File: src/rtl/pre_addr_generator.sv
// Predecessor-address producer for one Viterbi target state.
// Serially accepts POS_num candidate path scores, tracks the maximum and
// builds a vector with one bit per maximal candidate (ties set several bits).
// It also emits the saturating survivor metric (max + emission score).
//
// Handshake: a candidate is transferred on a rising edge where
// cand_valid && cand_ready. cand_ready is high only in ACCUM, and the
// producer may hold cand_valid low (stall) for any number of cycles.
module pre_addr_generator #(
  parameter int POS_num     = 11,
  parameter int POS_num_bit = 4,
  parameter int p_size      = 32
) (
  input  logic                clk,
  input  logic                rst,
  input  logic                start,
  input  logic [p_size-1:0]   emit_score,
  input  logic                cand_valid,
  input  logic [p_size-1:0]   cand_score,
  output logic                cand_ready,
  output logic                busy,
  output logic                done,
  output logic [POS_num-1:0]  pre_addr_out,
  output logic [p_size-1:0]   best_score,
  output logic [1:0]          dbg_state
);

  typedef enum logic [1:0] {
    IDLE  = 2'd0,
    ACCUM = 2'd1,
    DONE  = 2'd2
  } state_t;

  localparam logic [POS_num_bit-1:0] LAST_IDX = POS_num_bit'(POS_num - 1);
  localparam logic [POS_num-1:0]     BIT0     = POS_num'(1);

  state_t                 state_q, state_d;
  logic [POS_num_bit-1:0] cnt_q, cnt_d;
  logic [p_size-1:0]      max_q, max_d;
  logic [POS_num-1:0]     vec_q, vec_d;
  logic [p_size-1:0]      emit_q, emit_d;
  logic [POS_num-1:0]     pre_addr_q, pre_addr_d;
  logic [p_size-1:0]      best_q, best_d;

  logic [POS_num-1:0]     cand_bit;
  logic [p_size-1:0]      upd_max;
  logic [POS_num-1:0]     upd_vec;
  logic [p_size:0]        sum;
  logic [p_size-1:0]      sat_sum;

  // Candidate update: the first candidate always seeds max and vector,
  // later ones replace on strictly greater and merge on equal.
  always_comb begin
    cand_bit = BIT0 << cnt_q;
    upd_max  = max_q;
    upd_vec  = vec_q;
    if (cnt_q == '0) begin
      upd_max = cand_score;
      upd_vec = cand_bit;
    end else if (cand_score > max_q) begin
      upd_max = cand_score;
      upd_vec = cand_bit;
    end else if (cand_score == max_q) begin
      upd_vec = vec_q | cand_bit;
    end
    // One extra bit catches the carry so the survivor metric saturates.
    sum     = {1'b0, upd_max} + {1'b0, emit_q};
    sat_sum = sum[p_size] ? {p_size{1'b1}} : sum[p_size-1:0];
  end

  // Next-state and next-register logic for the IDLE/ACCUM/DONE controller.
  always_comb begin
    state_d    = state_q;
    cnt_d      = cnt_q;
    max_d      = max_q;
    vec_d      = vec_q;
    emit_d     = emit_q;
    pre_addr_d = pre_addr_q;
    best_d     = best_q;
    unique case (state_q)
      IDLE: begin
        if (start) begin
          state_d = ACCUM;
          emit_d  = emit_score;
          cnt_d   = '0;
          max_d   = '0;
          vec_d   = '0;
        end
      end
      ACCUM: begin
        if (cand_valid) begin
          max_d = upd_max;
          vec_d = upd_vec;
          if (cnt_q == LAST_IDX) begin
            // Final candidate: publish results including its own update.
            state_d    = DONE;
            cnt_d      = '0;
            pre_addr_d = upd_vec;
            best_d     = sat_sum;
          end else begin
            cnt_d = cnt_q + POS_num_bit'(1);
          end
        end
      end
      DONE: begin
        state_d = IDLE;
      end
      default: begin
        state_d = IDLE;
      end
    endcase
  end

  // State and datapath registers; reset clears everything so no partial
  // result is ever presented.
  always_ff @(posedge clk or posedge rst) begin
    if (rst) begin
      state_q    <= IDLE;
      cnt_q      <= '0;
      max_q      <= '0;
      vec_q      <= '0;
      emit_q     <= '0;
      pre_addr_q <= '0;
      best_q     <= '0;
    end else begin
      state_q    <= state_d;
      cnt_q      <= cnt_d;
      max_q      <= max_d;
      vec_q      <= vec_d;
      emit_q     <= emit_d;
      pre_addr_q <= pre_addr_d;
      best_q     <= best_d;
    end
  end

  // Outputs are decoded only from registers.
  assign cand_ready   = (state_q == ACCUM);
  assign busy         = (state_q == ACCUM) || (state_q == DONE);
  assign done         = (state_q == DONE);
  assign pre_addr_out = pre_addr_q;
  assign best_score   = best_q;
  assign dbg_state    = state_q;

endmodule

File: config.mk
export PLATFORM = sky130hd
export DESIGN_NAME = pre_addr_generator
export DESIGN_NICKNAME = d
export VERILOG_FILES = /design/src/rtl/pre_addr_generator.sv
export SDC_FILE = /design/constraint.sdc
export NUM_CORES = 1
export LEC_CHECK = 0
export CAP_MARGIN = 20
export CORE_ASPECT_RATIO = 1.75
export CORE_MARGIN = 1
export CORE_UTILIZATION = 55
export DETAILED_ROUTE_END_ITERATION = 12
export PLACE_DENSITY = 0.81
export SLEW_MARGIN = 20
export SYNTH_ARGS = -nofsm -noshare
export SYNTH_HDL_FRONTEND = slang
export SYNTH_SLANG_ARGS = --single-unit
File: constraint.sdc
create_clock -name clk -period 14.2 [get_ports clk]
set_clock_uncertainty 0.15 [all_clocks]
set_input_delay 2.84 -clock clk [delete_from_list [all_inputs] [get_ports clk]]
set_output_delay 2.84 -clock clk [all_outputs]
set_load 0.02 [all_outputs]
==> results of run 1 <==
## cell type report
class / instances / area, um^2
clock buffer: 19 / 433
clock inverter: 13 / 149
fill: 989 / 3960
inverter: 54 / 205
multi-input combinational: 539 / 4260
sequential: 124 / 3100
tap: 174 / 218
timing repair buffer: 121 / 1200
## worst max-delay path, delay by kind of cell
family	cells	cell delay, ns
compound gates	16	4.57
buf+inv	2	0.90
fa+ha+maj	2	0.73
mux	1	0.38
## power by group
part / switching (mW) / internal (mW) / total, mW
sequential: 0.101 / 0.492 / 0.593
clock: 0.161 / 0.274 / 0.435
combinational: 0.737 / 0.624 / 1.36
total: 0.999 / 1.39 / 2.39
## registers in the layout, indices dropped and copies added, names as in the netlist
name,cells
cnt_q,4
emit_q,32
pre_addr_out,11
max_q,32
best_score,32
vec_q,11
dbg_state,2
## how the worst max path moves through the flow
stage                               from                          to  slack (ns)  cells past startpoint
after detailed placement  cand_score[13]  best_score[18]$_DFFE_PP0P_        4.60                     21
after global routing      cand_score[13]   best_score[0]$_DFFE_PP0P_        4.36                     21
after global placement    cand_score[13]  best_score[18]$_DFFE_PP0P_        4.72                     21
after floorplan           cand_score[13]  best_score[18]$_DFFE_PP0P_        6.09                     20
after CTS                  cand_score[9]  best_score[18]$_DFFE_PP0P_        5.01                     21
final                      cand_score[9]   best_score[0]$_DFFE_PP0P_        4.94                     21
## per-stage QoR
step | power (mW) | setup slack [ns] | utilization [%]
final | 2.39 | 4.94 | 70.7
after floorplan | 1.55 | 6.09 | -
after detailed placement | 1.94 | 4.60 | 66.4
after CTS | 2.39 | 5.01 | 70.7
after global routing | 2.55 | 4.36 | 70.7
after global placement | 1.90 | 4.72 | 66.4
## Yosys cell counts, types with 4 or more instances
cell type | instances | area share, %
nand2_1 | 47 | 2.3
xnor2_1 | 19 | 2.2
mux2_1 | 10 | 1.5
nand3_1 | 16 | 1.0
nor3_1 | 10 | 0.65
a31oi_1 | 4 | 0.33
and3_1 | 5 | 0.41
ha_1 | 71 | 12
mux2_2 | 54 | 7.9
nor2_1 | 32 | 1.6
dfrtp_1 | 124 | 40
nand4_1 | 9 | 0.73
clkbuf_1 | 24 | 1.2
o211ai_1 | 4 | 0.39
nor2b_1 | 4 | 0.33
o22a_1 | 30 | 3.4
xor2_1 | 7 | 0.80
a21o_1 | 28 | 2.7
a32o_1 | 5 | 0.65
a21oi_1 | 53 | 3.5
o21ai_1 | 10 | 0.65
nand2b_1 | 11 | 0.90
a22o_1 | 35 | 4.0
o21ai_0 | 25 | 1.6
inv_1 | 53 | 2.6
## kinds of logic (layout without fill, tap and decap cells)
| family | count (synthesis) | count (layout) | synth area share (%) |
|---|---|---|---|
| flip-flops | 124 | 124 | 40.4 |
| XOR/XNOR | 26 | 26 | 2.97 |
| buffers and inverters | 84 | 207 | 4.40 |
| adder cells (fa/ha/maj) | 72 | 72 | 11.8 |
| AO/OA/AOI/OAI | 228 | 228 | 21.6 |
| AND/OR/NAND/NOR | 147 | 147 | 9.12 |
| multiplexers | 66 | 66 | 9.64 |
## routing by layer
metal	GRT usage, %	up-vias
met2	53.5	220
li1	-	2971
met3	4.01	59
met5	0	-
met1	30.5	3117
met4	13.3	0
==> run_results.csv, run 1 <==
group,metric,value,unit
outcome,outcome,"completed",
floorplan,start_util,56.8,%
timing,finalMaxSlewViolations,0,
timing,finalCritPeriodShare,65.2,%
drt,vias,6367,
timing,setup_viol,0,
synth,synth.distinct_cells,63,
pwr,power_per_cell_area,250,nW/um^2
clock_tree,cts_tree,"yes",
critical_path,crit_type,"in2reg",
cells_and_area,final_cell_mix,"dfrtp_1, clkdlybuf4s50_1, ha_1, mux2_2",
critical_path,worstPathRequired,14.40,ns
critical_path,cpMaxStageDelayCell,"a21oi_4",
timing,max_freq,108,MHz
synth,yosysWarningCount,0,
synth,ys_seq_area_share,40.4,%
timing,rsz0062_at_grt,"false",
floorplan,pin_count,116,
critical_path,r2r-end,"best_score[0]$_DFFE_PP0P_",
drt,drt-total-wl,19300,um
pwr,vdd_drop_max,0.000165,V
cells_and_area,layout.nets,997,
worst_hold_path,min_to,"pre_addr_out[10]$_DFFE_PP0P_",
timing,fin_crit,9.26,ns
cells_and_area,final_area,9560,um^2
clock_tree,clock_latency,0.42,ns
floorplan,die_w,91.3,um
clock_tree,cts.clk_slew.worst_paths,0.05,ns
global_route,grt_max_degree,69,
synth,ys_seq_elements,124,
floorplan,core-area,13500,um^2
critical_path,cp-end-kind,"flop",
timing,worst_slew_pin_slew,0.957,ns
critical_path,cpMostUsedCell,"o21ai_1",
drt,wl_per_cell,18.5,um
critical_path,reg2reg_depth,21,
drt,wl_met3,699,um
pwr,p_leak,4.27,nW
timing,hold_viol_final,0,
synth,synth_cells,747,
critical_path,slowest_delay,0.60,ns
floorplan,die_area,14500,um^2
cells_and_area,final_common_cell,"dfrtp_1",
cells_and_area,diodes,0,
drt,wl_met1,7340,um
timing,maxSlewHeadroom,35.6,%
clock_tree,numCtsBuffers,17,
clock_tree,post_cts_buffers,0,
worst_hold_path,min-delay-start,"pre_addr_out[10]$_DFFE_PP0P_",
timing,setup_tns,0,ns
clock_tree,clockBufferDepth,2,
cells_and_area,final_cells,1044,
global_route,gr-usage-all-layers,28.1,%
timing,holdWs,0.315,ns
place,dp_hpwl,14300,um
synth,avgSynthCellArea,10.3,um^2
synth,async_flop_share,100,%
drt,drc,0,
synth,synth_area,7680,um^2
clock_tree,post_cts_resized,0,
global_route,grt_pass1_wl,31900,um
synth,syn_nets,887,
critical_path,ff2ff_setup_slack,7.44,ns
clock_tree,clkSinkCount,124,
drt,dr.first_iter.drc_count,260,
clock_tree,cts_hold_buf,0,
drt,route.top_layer_used,"met4",
cells_and_area,syn_to_final_growth,24.5,%
drt,drtAntennaViolNets,0,
drt,firstDrtPassIters,5,
drt,wl_met2,10600,um
critical_path,crit_path_max_fanout,32,
floorplan,die_y,158,um
place,dpl.cell_count,1012,
critical_path,r2r-start,"max_q[13]$_DFFE_PP0P_",
critical_path,critical_path.cell_chain,"clkdlybuf4s50_1 -> ha_1 -> a21o_1 -> a21o_1 -> a21oi_1 -> o21a_1 -> o21ai_1 -> a221o_1 -> a21oi_4 -> buf_4 -> mux2_2 -> ha_1 -> o21ai_1 -> a2111oi_0 -> o21ai_1 -> a2111oi_4 -> o41ai_4 -> o32ai_1 -> o41a_1 -> a2111o_2 -> o22a_1",
run,drv_cap,0,
worst_hold_path,min_path_type,"reg2reg",
place,place.gp.congestion,0.978,
place,io_buffers,115,
floorplan,num_rows,56,
global_route,grt_pass1_vias,6600,
global_route,grt.overflow.total,0,
critical_path,cp-start-kind,"input port",
synth,synthFlopType,"dfrtp_1",
clock_tree,cts-root-buf,"clkbuf_16",
place,post_dp_cell_area,8980,um^2
synth,synth_edf_count,0,
clock_tree,htree_levels,4,
drt,post_drt_via_cell_ratio,6.10,
worst_hold_path,hold-path-cell-count,2,
critical_path,cp.arrival,9.46,ns
global_route,grt_antenna_before_repair,0,
cells_and_area,layout-drive-gt1-share,11.7,%
Note: power is estimated with default switching activity, not from simulation.
==> run 2: changes to the inputs <==
--- a/config.mk
+++ b/config.mk
@@ -8,9 +8,9 @@
 export CAP_MARGIN = 20
 export CORE_ASPECT_RATIO = 1.75
 export CORE_MARGIN = 1
-export CORE_UTILIZATION = 55
+export CORE_UTILIZATION = 50
 export DETAILED_ROUTE_END_ITERATION = 12
-export PLACE_DENSITY = 0.81
+export PLACE_DENSITY = 0.78
 export SLEW_MARGIN = 20
 export SYNTH_ARGS = -nofsm -noshare
 export SYNTH_HDL_FRONTEND = slang
==> constraint.sdc (replaced) <==
create_clock -name clk -period 8 [get_ports clk]
set_clock_uncertainty 0.15 [all_clocks]
set_input_delay 1.6 -clock clk [delete_from_list [all_inputs] [get_ports clk]]
set_output_delay 1.6 -clock clk [all_outputs]
set_load 0.02 [all_outputs]
==> run 2 against run 1 <==
Sequential share of layout area is 0.44 points lower. Non-clock buffer count is 5 higher. Final area is 1.4% higher. Sequential power is 79% higher. Die area is 9.8% higher. Clock power is 97% higher. Worst hold slack worse by 0.0038 ns. Largest power group unchanged. Core utilization is 5.7 points lower. Setup slack worse by 4.4 ns. Register-to-register slack worse by 5.6 ns. Final cell count is 1.3% higher.
==> run_results.csv, run 2 (synthesized netlist as in run 1, its figures left out) <==
group,metric,value,unit
critical_path,worstPathRequired,8.20,ns
global_route,gr-usage-all-layers,24.8,%
cells_and_area,final_cell_mix,"dfrtp_1, clkdlybuf4s50_1, ha_1, mux2_2",
cells_and_area,diodes,0,
cells_and_area,nFillCells,1219,
worst_hold_path,min_to,"pre_addr_out[1]$_DFFE_PP0P_",
cells_and_area,syn_to_final_growth,26.2,%
place,place_ws,0.163,ns
cells_and_area,final_common_cell,"dfrtp_1",
floorplan,die_y,166,um
timing,setup_viol,0,
place,dp_hpwl,13600,um
critical_path,ff2ff_setup_slack,1.81,ns
critical_path,crit_path_max_fanout,18,
pwr,report.power.total,4.31,mW
timing,maxSlewHeadroom,26.5,%
timing,finalCritPeriodShare,93.0,%
critical_path,reg2reg_depth,21,
outcome,outcome,"completed",
timing,max_freq,134,MHz
timing,setup_ws,0.562,ns
drt,post_drt_via_cell_ratio,5.95,
critical_path,cpMaxStageDelayCell,"a2111oi_0",
critical_path,cp-start-kind,"input port",
place,place.gp.congestion,0.895,
clock_tree,post_cts_buffers,0,
clock_tree,clockBufferDepth,2,
critical_path,cpMostUsedCell,"o21ai_1",
clock_tree,cts-root-buf,"clkbuf_16",
floorplan,core-area,14900,um^2
place,io_buffers,115,
critical_path,slowest_delay,0.51,ns
critical_path,crit_path_start,"cand_score[13]",
drt,wl_per_cell,17.7,um
timing,setup_tns,0,ns
clock_tree,clock_latency,0.42,ns
drt,drt-total-wl,18800,um
global_route,grt_pass1_wl,30600,um
drt,drtAntennaViolNets,0,
critical_path,path_buf_inv,2,
drt,drc,0,
run,drv_cap,0,
timing,hold_viol_final,0,
clock_tree,htree_levels,4,
clock_tree,cts_tree,"yes",
clock_tree,numCtsBuffers,17,
critical_path,cp.arrival,7.64,ns
cells_and_area,layout-drive-gt1-share,12.5,%
global_route,grt_antenna_before_repair,0,
critical_path,crit_type,"in2reg",
cells_and_area,seq_area,3100,um^2
clock_tree,clkSinkCount,124,
worst_hold_path,min_path_type,"reg2reg",
floorplan,pin_count,116,
floorplan,die_area,15900,um^2
global_route,grt_max_degree,70,
pwr,p_leak,4.33,nW
critical_path,r2r-start,"max_q[13]$_DFFE_PP0P_",
global_route,grt.overflow.total,0,
drt,vias,6298,
floorplan,start_util,51.5,%
cells_and_area,layout.nets,1003,
timing,worst_slew_pin_slew,1.09,ns
drt,firstDrtPassIters,5,
floorplan,die_w,95.7,um
clock_tree,cts.clk_slew.worst_paths,0.06,ns
critical_path,r2r-end,"best_score[0]$_DFFE_PP0P_",
cells_and_area,multi_input_area,4270,um^2
timing,fin_crit,7.44,ns
pwr,vdd_drop_max,0.000242,V
worst_hold_path,hold-path-cell-count,2,
critical_path,critical_path.cell_chain,"clkdlybuf4s50_1 -> ha_1 -> a21o_1 -> a21o_1 -> a21oi_1 -> o21a_1 -> o21ai_1 -> a221o_1 -> a21oi_4 -> mux2_2 -> ha_1 -> o21ai_1 -> a2111oi_0 -> o21ai_1 -> a2111oi_4 -> o41ai_4 -> o32ai_1 -> o41a_1 -> a2111o_2 -> buf_4 -> o22a_1",
timing,rsz0062_at_grt,"false",
worst_hold_path,min-delay-start,"pre_addr_out[1]$_DFFE_PP0P_",
critical_path,crit_family,"compound AO/OA/AOI/OAI gates",
floorplan,num_rows,59,
critical_path,cp-end-kind,"flop",
drt,dr.first_iter.drc_count,311,
pwr,power_per_cell_area,444,nW/um^2
global_route,grt_pass1_vias,6421,
clock_tree,post_cts_resized,0,
timing,finalMaxSlewViolations,0,
-- run 2: cell type report --
| class | count | area share [%] |
|---|---|---|
| Multi-Input combinational cell | 540 | 44.0 |
| Sequential cell | 124 | 32.0 |
| Timing Repair Buffer | 126 | 12.7 |
| Clock buffer | 20 | 4.81 |
| Tap cell | 183 | 2.36 |
| Inverter | 54 | 2.12 |
| Clock inverter | 11 | 1.95 |
-- run 2: worst register-to-register path, stage by stage (launching register included) --
cell       delay (ns)
dfrtp_1          0.37
inv_1            0.06
ha_1             0.29
a21o_1           0.18
a21o_1           0.17
a21oi_1          0.15
o21a_1           0.14
o21ai_1          0.07
a221o_1          0.40
a21oi_4          0.40
mux2_2           0.39
ha_1             0.39
o21ai_1          0.12
a2111oi_0        0.51
o21ai_1          0.24
a2111oi_4        0.50
o41ai_4          0.15
o32ai_1          0.44
o41a_1           0.22
a2111o_2         0.32
buf_4            0.29
o22a_1           0.19
-- run 2: power by group --
part           switching (mW)  internal, mW
sequential              0.188         0.873
clock                   0.281         0.575
combinational            1.28          1.11
total                    1.75          2.56
-- run 2: worst max path at each step --
stage                                 endpoint  cells past startpoint
detailed placement  best_score[17]$_DFFE_PP0P_                     20
global route         best_score[7]$_DFFE_PP0P_                     20
floorplan           best_score[18]$_DFFE_PP0P_                     20
CTS                  best_score[0]$_DFFE_PP0P_                     21
global placement     best_score[0]$_DFFE_PP0P_                     20
finish               best_score[0]$_DFFE_PP0P_                     21
-- run 2: metal layers --
layer	GRT usage, %	part of all wire, %
met1	28.3	39
met3	3.66	3.0
met4	12.0	4.3
met5	0	0
met2	43.9	54
-- run 2: what timing repair did --
item	4_1_cts	5_1_grt
hold buffers	0	0
setup endpoints to repair	0	18
hold endpoints to repair	0	0
-- run 2: per-stage QoR --
step / instance area, um^2 / util, % / std cells / hold slack [ns]
2_1_floorplan: 7680 / - / 747 / 0.294
3_3_place_gp: 9030 / 60.5 / 1026 / 0.298
3_5_place_dp: 9030 / 60.5 / 1026 / 0.307
4_1_cts: 9680 / 64.9 / 1057 / 0.319
5_1_grt: 9690 / 65.0 / 1058 / 0.334
6_report: 9690 / 65.0 / 1058 / 0.312
==> run 3: changes to the inputs <==
--- a/config.mk
+++ b/config.mk
@@ -11,6 +11,7 @@
 export CORE_UTILIZATION = 50
 export DETAILED_ROUTE_END_ITERATION = 12
 export PLACE_DENSITY = 0.78
+export SKIP_CTS_REPAIR_TIMING = 1
 export SLEW_MARGIN = 20
 export SYNTH_ARGS = -nofsm -noshare
 export SYNTH_HDL_FRONTEND = slang
==> constraint.sdc (replaced) <==
create_clock -name clk -period 6.3 [get_ports clk]
set_clock_uncertainty 0.15 [all_clocks]
set_input_delay 1.26 -clock clk [delete_from_list [all_inputs] [get_ports clk]]
set_output_delay 1.26 -clock clk [all_outputs]
set_load 0.02 [all_outputs]
==> run 3 against run 2 <==
The run now ends with setup timing left. First-iteration DRC count grew 58%. Final cell count rose by 13%. Combinational power rose by 85%. Highest routed layer unchanged. Flip-flop and latch count unchanged. Sequential share of layout area shrank 4.3 points. Non-clock buffer count increased by 140. Core utilization is 10 points higher. Setup slack lost 0.77 ns.
==> run_results.csv, run 3 (synthesized netlist as in run 1, its figures left out) <==
group,metric,value,unit
outcome,outcome,"finished, violations left",
outcome,failed_checks,"setup timing",
critical_path,cp-end-kind,"flop",
timing,finalMaxSlewViolations,0,
cells_and_area,final_common_cell,"buf_4",
timing,hold_viol_final,0,
floorplan,die_w,95.7,um
clock_tree,cts.clk_slew.worst_paths,0.06,ns
clock_tree,cts-root-buf,"clkbuf_16",
global_route,grt_antenna_before_repair,0,
critical_path,r2r-end,"best_score[11]$_DFFE_PP0P_",
drt,firstDrtPassIters,5,
timing,rsz0062_at_grt,"true",
timing,setup_ws,-0.210,ns
drt,dr.first_iter.drc_count,491,
critical_path,r2r-start,"max_q[9]$_DFFE_PP0P_",
timing,fin_crit,6.51,ns
floorplan,start_util,51.5,%
critical_path,cp.arrival,6.65,ns
pwr,p_seq_share,20.8,%
pwr,vdd_drop_max,0.000362,V
cells_and_area,final_cell_mix,"buf_4, dfrtp_1, clkdlybuf4s50_1, mux2_2, inv_1",
clock_tree,htree_levels,4,
place,dp_hpwl,15000,um
pwr,report.power.total,6.90,mW
cells_and_area,layout-drive-gt1-share,29.6,%
global_route,grt_pass1_vias,7135,
floorplan,num_rows,59,
drt,vias,7332,
floorplan,die_y,166,um
cells_and_area,diodes,0,
pwr,internal_power,4.01,mW
drt,drt-total-wl,24900,um
floorplan,pin_count,116,
critical_path,cp-start-kind,"input port",
pwr,combPwrFrac,64.1,%
critical_path,crit_type,"in2reg",
critical_path,crit_path_start,"cand_score[14]",
cells_and_area,syn_to_final_growth,46.1,%
clock_tree,cts_tree,"yes",
drt,drtAntennaViolNets,0,
timing,finalCritPeriodShare,103,%
pwr,switching_share,41.9,%
clock_tree,clkSinkCount,124,
pwr,power_per_cell_area,615,nW/um^2
worst_hold_path,min-delay-start,"pre_addr_out[6]$_DFFE_PP0P_",
global_route,grt.overflow.total,0,
drt,drc,0,
drt,wl_per_cell,20.7,um
cells_and_area,layout.nets,1143,
floorplan,core-area,14900,um^2
worst_hold_path,min_to,"pre_addr_out[6]$_DFFE_PP0P_",
timing,holdWs,0.312,ns
worst_hold_path,hold-path-cell-count,2,
global_route,grt_pass1_wl,33700,um
pwr,p_clk_share,15.2,%
place,place.gp.congestion,0.882,
pwr,power_switching,2.89,mW
global_route,grt_max_degree,78,
critical_path,reg2reg_depth,23,
floorplan,die_area,15900,um^2
clock_tree,clockBufferDepth,2,
worst_hold_path,min_path_type,"reg2reg",
timing,setup_viol,27,
timing,max_freq,154,MHz
critical_path,crit_path_max_fanout,8,
critical_path,ff2ff_setup_slack,0.22,ns
drt,post_drt_via_cell_ratio,6.12,
clock_tree,clock_latency,0.42,ns
place,io_buffers,115,
clock_tree,numCtsBuffers,17,
critical_path,worstPathRequired,6.44,ns
timing,maxSlewHeadroom,35.6,%
pwr,p_leak,5.26,nW
run,drv_cap,0,
timing,worst_slew_pin_slew,0.965,ns
global_route,gr-usage-all-layers,27.3,%
-- run 3: power by group through the flow --
stage               logic, mW  registers (mW)  clock network, mW
floorplan                2.07            1.42                  0
global placement         3.72            1.40                  0
detailed placement       3.80            1.40                  0
CTS                      3.88            1.40               1.04
global route             4.73            1.46               1.08
finish                   4.42            1.43               1.05
-- run 3: how the worst max path moves through the flow --
stage / endpoint / slack (ns) / depth (start not counted)
6_report: best_score[11]$_DFFE_PP0P_ / -0.21 / 22
5_1_grt: best_score[11]$_DFFE_PP0P_ / -0.31 / 22
4_1_cts: best_score[0]$_DFFE_PP0P_ / -0.54 / 23
3_5_place_dp: best_score[4]$_DFFE_PP0P_ / -0.89 / 24
3_3_place_gp: best_score[18]$_DFFE_PP0P_ / -0.80 / 23
2_1_floorplan: best_score[18]$_DFFE_PP0P_ / 0.009 / 20
-- run 3: routing by layer --
| layer | vias to the layer above | routed length (um) | track usage, % |
|---|---|---|---|
| li1 | 3281 | - | - |
| met1 | 3584 | 9040 | 31.2 |
| met2 | 353 | 13100 | 47.7 |
| met3 | 114 | 1420 | 3.80 |
| met4 | 0 | 1310 | 14.9 |
| met5 | - | 0 | 0 |
-- run 3: through the flow --
step	area, um^2	worst slack [ns]	TNS (ns)	util (%)	std cells
floorplan	7690	0.00894	0	-	747
global placement	9920	-0.795	-24.13	66.5	1143
detailed placement	9920	-0.889	-26.83	66.5	1143
CTS	10500	-0.541	-15.78	70.7	1175
global route	11200	-0.305	-7.62	75.2	1199
finish	11200	-0.210	-4.38	75.2	1199
-- run 3: layout make-up --
class,count,area (um^2)
Clock buffer,21,450
Multi-Input combinational cell,540,4670
Clock inverter,11,168
Fill cell,948,3690
Tap cell,183,229
Sequential cell,124,3100
Timing Repair Buffer,266,2390
Inverter,54,205
-- run 3: critical path: stages --
cell            delay [ns]
dlymetal6s2s_1        0.25
ha_4                  0.26
a21o_1                0.18
a21oi_2               0.12
o21a_1                0.16
o21ai_2               0.08
a221o_1               0.39
a21oi_4               0.31
buf_6                 0.15
buf_4                 0.13
mux2_2                0.33
ha_1                  0.24
a21oi_1               0.21
nand2_1               0.13
o21ai_2               0.25
a2111oi_4             0.14
o41ai_4               0.37
o32ai_2               0.13
o41a_1                0.48
a2111o_2              0.66
clkbuf_16             0.23
o22a_1                0.17
